$ cat src/rtl/dcache_pkg.sv
// Shared widths, tag-word layout, address slicing and FSM states for the
// data cache controller.
package dcache_pkg;

    localparam int ADDR_W = 32;
    localparam int WORD_W = 32;
    localparam int LINE_W = 256;
    localparam int IDX_W  = 4;
    localparam int TAG_W  = 23;
    localparam int STAG_W = TAG_W + 2;
    localparam int OFF_W  = 3;
    localparam int LOFF_W = 5;

    localparam int VALID_BIT = 24;
    localparam int DIRTY_BIT = 23;

    localparam int TAG_LSB = 9;
    localparam int IDX_LSB = 5;
    localparam int OFF_LSB = 2;

    typedef enum logic [1:0] {
        IDLE,
        WRITEBACK,
        REFILL,
        UPDATE
    } state_e;

endpackage

$ cat src/rtl/dcache_line_merge.sv
// Word extract / word insert on a 256-bit cache line.
module dcache_line_merge
    import dcache_pkg::*;
(
    input  logic [LINE_W-1:0] i_line,
    input  logic [OFF_W-1:0]  i_off,
    input  logic [WORD_W-1:0] i_word,
    output logic [WORD_W-1:0] o_word,
    output logic [LINE_W-1:0] o_line
);

    assign o_word = i_line[i_off*WORD_W +: WORD_W];

    always_comb begin
        o_line = i_line;
        o_line[i_off*WORD_W +: WORD_W] = i_word;
    end

endmodule

$ cat src/rtl/dcache_ctrl.sv
// Write-back, write-allocate controller for the 2-way data cache SRAM.
// Define DCACHE_STATS_EN to add first-lookup hit/miss counters.
module dcache_ctrl
    import dcache_pkg::*;
(
    input  logic              clk_i,
    input  logic              rst_i,
    input  logic [ADDR_W-1:0] cpu_addr_i,
    input  logic [WORD_W-1:0] cpu_data_i,
    input  logic              cpu_MemRead_i,
    input  logic              cpu_MemWrite_i,
    output logic [WORD_W-1:0] cpu_data_o,
    output logic              cpu_stall_o,
    output logic [IDX_W-1:0]  sram_addr_o,
    output logic [STAG_W-1:0] sram_tag_o,
    output logic [LINE_W-1:0] sram_data_o,
    output logic              sram_enable_o,
    output logic              sram_write_o,
    input  logic [STAG_W-1:0] sram_tag_i,
    input  logic [LINE_W-1:0] sram_data_i,
    input  logic              sram_hit_i,
    output logic [ADDR_W-1:0] mem_addr_o,
    output logic [LINE_W-1:0] mem_data_o,
    output logic              mem_enable_o,
    output logic              mem_write_o,
    input  logic [LINE_W-1:0] mem_data_i,
    input  logic              mem_ack_i
`ifdef DCACHE_STATS_EN
    ,
    output logic [31:0]       hit_cnt_o,
    output logic [31:0]       miss_cnt_o
`endif
);

    state_e              r_state;
    state_e              w_next;
    logic [TAG_W-1:0]    r_vic_tag;
    logic [LINE_W-1:0]   r_vic_line;
    logic [LINE_W-1:0]   r_fill_line;

    logic                w_req;
    logic                w_wr;
    logic                w_miss;
    logic                w_vic_dirty;
    logic [TAG_W-1:0]    w_tag;
    logic [IDX_W-1:0]    w_idx;
    logic [OFF_W-1:0]    w_off;
    logic [WORD_W-1:0]   w_word;
    logic [LINE_W-1:0]   w_merged;
    logic                w_unused;

    assign w_req  = cpu_MemRead_i | cpu_MemWrite_i;
    assign w_wr   = cpu_MemWrite_i;
    assign w_tag  = cpu_addr_i[TAG_LSB +: TAG_W];
    assign w_idx  = cpu_addr_i[IDX_LSB +: IDX_W];
    assign w_off  = cpu_addr_i[OFF_LSB +: OFF_W];
    assign w_miss = (r_state == IDLE) & w_req & ~sram_hit_i;
    assign w_vic_dirty = sram_tag_i[VALID_BIT] & sram_tag_i[DIRTY_BIT];
    assign w_unused = ^cpu_addr_i[1:0];

    dcache_line_merge u_merge (
        .i_line (sram_data_i),
        .i_off  (w_off),
        .i_word (cpu_data_i),
        .o_word (w_word),
        .o_line (w_merged)
    );

    always_ff @(posedge clk_i or negedge rst_i) begin
        if (!rst_i) begin
            r_state     <= IDLE;
            r_vic_tag   <= '0;
            r_vic_line  <= '0;
            r_fill_line <= '0;
        end else begin
            r_state <= w_next;
            if (w_miss) begin
                r_vic_tag  <= sram_tag_i[TAG_W-1:0];
                r_vic_line <= sram_data_i;
            end
            if (r_state == REFILL && mem_ack_i) begin
                r_fill_line <= mem_data_i;
            end
        end
    end

    // Outputs are forced idle while reset is held, even with a request pending.
    always_comb begin
        w_next        = r_state;
        cpu_data_o    = '0;
        cpu_stall_o   = 1'b0;
        sram_addr_o   = w_idx;
        sram_tag_o    = {2'b00, w_tag};
        sram_data_o   = '0;
        sram_enable_o = 1'b0;
        sram_write_o  = 1'b0;
        mem_addr_o    = '0;
        mem_data_o    = '0;
        mem_enable_o  = 1'b0;
        mem_write_o   = 1'b0;
        if (rst_i) begin
            unique case (r_state)
                IDLE: begin
                    sram_enable_o = w_req;
                    sram_tag_o    = {w_wr, w_wr, w_tag};
                    if (w_req && sram_hit_i) begin
                        if (w_wr) begin
                            sram_write_o = 1'b1;
                            sram_data_o  = w_merged;
                        end else begin
                            cpu_data_o = w_word;
                        end
                    end else if (w_req) begin
                        cpu_stall_o = 1'b1;
                        w_next = w_vic_dirty ? WRITEBACK : REFILL;
                    end
                end
                WRITEBACK: begin
                    cpu_stall_o  = 1'b1;
                    mem_enable_o = 1'b1;
                    mem_write_o  = 1'b1;
                    mem_addr_o   = {r_vic_tag, w_idx, {LOFF_W{1'b0}}};
                    mem_data_o   = r_vic_line;
                    if (mem_ack_i) begin
                        w_next = REFILL;
                    end
                end
                REFILL: begin
                    cpu_stall_o  = 1'b1;
                    mem_enable_o = 1'b1;
                    mem_addr_o   = {w_tag, w_idx, {LOFF_W{1'b0}}};
                    if (mem_ack_i) begin
                        w_next = UPDATE;
                    end
                end
                UPDATE: begin
                    cpu_stall_o   = 1'b1;
                    sram_enable_o = 1'b1;
                    sram_write_o  = 1'b1;
                    sram_tag_o    = {2'b10, w_tag};
                    sram_data_o   = r_fill_line;
                    w_next        = IDLE;
                end
                default: w_next = IDLE;
            endcase
        end
    end

`ifdef DCACHE_STATS_EN
    logic        r_relook;
    logic [31:0] r_hit_cnt;
    logic [31:0] r_miss_cnt;

    // The lookup right after UPDATE replays a request already counted as a miss.
    always_ff @(posedge clk_i or negedge rst_i) begin
        if (!rst_i) begin
            r_relook   <= 1'b0;
            r_hit_cnt  <= '0;
            r_miss_cnt <= '0;
        end else begin
            r_relook <= (r_state == UPDATE);
            if (r_state == IDLE && w_req && sram_hit_i && !r_relook) begin
                r_hit_cnt <= r_hit_cnt + 32'd1;
            end
            if (w_miss) begin
                r_miss_cnt <= r_miss_cnt + 32'd1;
            end
        end
    end

    assign hit_cnt_o  = r_hit_cnt;
    assign miss_cnt_o = r_miss_cnt;
`endif

endmodule
$ cat config.mk
export PLATFORM = sky130hd
export DESIGN_NAME = dcache_ctrl
export DESIGN_NICKNAME = d
export VERILOG_FILES = /design/src/rtl/dcache_pkg.sv /design/src/rtl/dcache_line_merge.sv /design/src/rtl/dcache_ctrl.sv
export SDC_FILE = /design/constraint.sdc
export NUM_CORES = 1
export LEC_CHECK = 0
export ABC_AREA = 0
export BUFFER_PORTS_ARGS = -buffer_cell sky130_fd_sc_hd__buf_2
export CORE_AREA = 2 2 481 483
export DETAILED_ROUTE_END_ITERATION = 12
export DIE_AREA = 0 0 483 485
export HOLD_SLACK_MARGIN = 0.08
export SKIP_LAST_GASP = 1
export SYNTH_ARGS = -nofsm -noshare
export SYNTH_HDL_FRONTEND = slang
export SYNTH_SLANG_ARGS = --single-unit
$ cat constraint.sdc
create_clock -name clk_i -period 3.6 [get_ports clk_i]
set_input_delay 0.36 -clock clk_i [delete_from_list [all_inputs] [get_ports clk_i]]
set_output_delay 0.36 -clock clk_i [all_outputs]
set_load 0.02 [all_outputs]
==> metrics.md <==
| Metric | Value |
|---|---|
| Outcome | finished clean |
| Period utilization | 0.9897 |
| Most instantiated library cell after synthesis | dfrtp_1 |
| Top cell by count, worst path | buf_12 |
| Clk_skew | 0.02958 ns |
| Die H | 485 um |
| CP startpoint kind | flop |
| Starting Density | 0.1274 |
| Yosys Warn Count | 0 |
| H-tree depth | 3 |
| Slowest CP cell | dfrtp_2 |
| Synth top cells by count | 537 x dfrtp_1, 535 x mux2_2, 280 x nand2_1 |
| Via/cell ratio | 4.299 |
| Number of global-route vias before repair | 31,630 |
| Area delta synth->final | 64.98% |
| Critical Path RT | about 3.2 ns |
| Fin. max-slew vios | 0 |
| Mean Syn Cell Area | 11.61 um2 |
| Layout cells sized above 1 | 0.4933 |
| Max Cap Violations | 0 |
| First-iteration detailed-routing DRC count | between 2,000 and 3,000 |
| #FFs+latches synth | 537 |
| GRT overflow | 0 |
| Pwr dens | ~650 nW/um2 |
| Setup crit end kind | output port |
| Largest net degree at the start of global routing | 136 |
| Synth async-reset ratio | 1.000 |
| Grt met2 use | 0.3148 |
| Crit path largest cell delay | ~0.42 ns |
| Initial antenna violation count | 153 |
| Crit-path max FO | 32 |
| Post-detailed-route count of antenna-violating nets | 0 |
| Number of distinct library cells after synthesis | 55 |
| Post-Synthesis Cells | 2,512 |
| Most Used Layer, Global Route | met2 |
| Horiz. Die Dim | ~480 um |
| Clock Pin Slew Worst Setup and Hold Paths | 0.06 ns |
| Post-layout util | 0.2101 |
| First-pass GRT wire length | 321.4 mm |
| Crit path cell chain | inv_4 > ha_4 > nand4b_4 > buf_12 > a311oi_4 > buf_12 > a22oi_1 > nand2_1 > buf_2 |
| Number of synthesized flops with an enable pin | 0 |
| GRT Util Overall | 0.2077 |
| CTS tree | built |
| Total Wirelength | 253.5 mm |
| Lkg Pwr | ~23 nW |
| Drt wl/cell | between 30 and 40 um |
| Cell taking the most area after synthesis | dfrtp_1 |
| Clock latency on the worst-skew pair | approximately 0.7 ns |
| GR met1 Demand/Resource | 0.2532 |
| Port Buffer Count | 1,209 |
| Mapped cell area | 29,170 um2 |
| Synth area leaders | dfrtp_1 46%, mux2_2 21%, and3_1 5.5% |
| DR vias | about 31,000 |
| Worst hold-check path type | input port to flop |
| Fin nets | around 4,800 |
| CTS sink cnt | 537 |
| Final setup vio count | 0 |
| Max frequency | 280.7 MHz |
| Min cycle time layout | approximately 3.6 ns |
| Area of the core | 229,000 um2 |
| Worst Tran Pin Value | 1.023 ns |
| Site Rows | between 150 and 200 |
| Multi-input gate area | 14,560 um2 |
| Cell Count, Final, Fillers Out | about 7,300 |
| Crit path DAT | 3.20 ns |
| CTS Buffer Depth | 3 |
| Met3 Use GR | 0.08895 |
| Slew HR | 0.3181 |
| Root buffer cell | clkbuf_16 |
| GP Congestion | 0.9313 |
| Num ports | 1,217 |
| Fill cells | 24,830 |
| DRC Markers | 0 |
| Peak VDD IR | 0.0004375 V |
| Sequential fraction of the synthesis area | 0.4607 |
| Reg area | 13,440 um2 |
| DRT Pass-1 Iters | 5 |
| Detail Placement HPWL | slightly below 200 mm |
| Inst Count DP | between 6,000 and 7,000 |
| Type of the worst setup path | flop to output port |
| Die area | 234,300 um2 |
| Post-synth top area share | 0.4607 |
| Top FF cell, synth | dfrtp_1 |
| RSZ-0062 raised after global routing | true |
| CTS buffer count | between 70 and 80 |
| Final Hold Vio Count | 0 |
[cell families (layout without fill, tap and decap cells)]
logic type | Yosys count | after routing | synth area share
fa+ha+maj | 11 | 11 | 0.004719
buf+inv | 296 | 1988 | 0.04697
simple gates | 703 | 703 | 0.1264
flops | 537 | 537 | 0.4607
compound gates | 332 | 332 | 0.09373
other cells | 1 | 69 | 0.0001286
mux | 632 | 632 | 0.2673
[flip-flops by register name (all words and copies together) (netlist names)]
name and flops:
r_state 2, r_vic_tag 23, r_vic_line 256, r_fill_line 256
[routing by layer]
metal / up-vias / routed length [um]
met5: - / 463
met1: 15890 / 99690
met2: 2312 / 109100
li1: 12530 / -
met4: 72 / 13670
met3: 569 / 30580
[stage by stage]
stage / hold WS, ns / worst slack (ns) / total power, mW / TNS, ns / instance area, um2
6_report: 0.1260 / 0.03694 / 31.06 / 0 / 48120
5_1_grt: 0.09095 / -0.04045 / 32.41 / -0.3506 / 48030
4_1_cts: 0.08523 / -0.01461 / 31.14 / -0.08578 / 47850
3_5_place_dp: 0.4862 / 0.02660 / 22.53 / 0 / 39670
3_3_place_gp: 0.4793 / -0.005582 / 22.19 / -0.005582 / 39670
2_1_floorplan: 0.06441 / 0.06666 / 17.05 / 0 / 29180
[cell type report]
cell class,instances,share of cell area
diodes,64,0.003328
clock buffers,95,0.04283
clock inverters,39,0.008425
inverters,10,0.0008321
multi-input cells,1683,0.3026
flip-flops and latches,537,0.2793
well taps,3026,0.07868
repair buffers,1844,0.2840
[critical path: cells and delay by family, from the launching register on]
| family | cells | cell delay (ns) |
|---|---|---|
| adder cells (fa/ha/maj) | 1 | 0.23 |
| buffers and inverters | 4 | 0.72 |
| AO/OA/AOI/OAI | 2 | 0.57 |
| flip-flops | 1 | 0.42 |
| AND/OR/NAND/NOR | 2 | 0.40 |
[power breakdown]
group          leakage, nW  switching [mW]  internal (mW)
Sequential            6.36            1.88           9.15
Combinational         15.4            6.72           5.59
Clock                 1.21            3.28           4.44
Total                 23.0            11.9           19.2
[cells in the final DEF, fill, tap and decap left out, types with 3 or more instances in the layout]
cell type / Yosys / final
a22oi_2: 0 / 3
buf_4: 37 / 70
a22oi_1: 142 / 139
inv_1: 8 / 6
buf_12: 0 / 87
inv_2: 2 / 3
a311oi_4: 1 / 3
nor2_1: 33 / 32
bufinv_16: 0 / 5
clkinvlp_4: 0 / 6
a31oi_4: 0 / 3
buf_6: 2 / 5
buf_16: 0 / 6
nand2_1: 280 / 279
clkbuf_16: 0 / 75
a22o_1: 38 / 38
dfrtp_1: 537 / 536
conb_1: 1 / 5
and2_1: 102 / 102
a221o_1: 97 / 97
and3_1: 256 / 256
mux2i_1: 33 / 33
clkinv_4: 0 / 7
ha_1: 11 / 8
clkinv_2: 0 / 12
mux2_2: 535 / 535
a21o_1: 6 / 6
clkbuf_8: 0 / 13
o21ai_0: 11 / 4
buf_2: 66 / 1140
dlygate4sd3_1: 0 / 528
inv_6: 0 / 7
bufbuf_16: 0 / 4
ha_4: 0 / 3
clkbuf_1: 159 / 8
diode_2: 0 / 64
nor3_4: 3 / 3
o21ai_1: 23 / 30
mux4_2: 64 / 64
[worst paths after layout]
check | start | to | slack, ns | cells after the start
setup / recovery | r_state[0] | sram_data_o[204] | 0.04 | 9
hold / removal | sram_data_i[105] | r_vic_line[105] | 0.13 | 2
setup reg to reg | r_state[0] | r_vic_line[11] | 1.22 | 7
hold reg to reg | r_vic_line[19] | r_vic_line[19] | 0.50 | 1
max in group asynchronous | rst_i | r_fill_line[61] | 2.01 | 5
min in group asynchronous | rst_i | r_fill_line[235] | 0.63 | 4
[repair_timing]
item,4_1_cts,5_1_grt
setup buffers,8,4
setup endpoints to repair,212,53
resized for setup,34,13
pin swaps,6,4
endpoints found under the hold margin,798,0
cloned,6,1
hold buffers,529,0
Note: power is estimated with default switching activity, not from simulation.
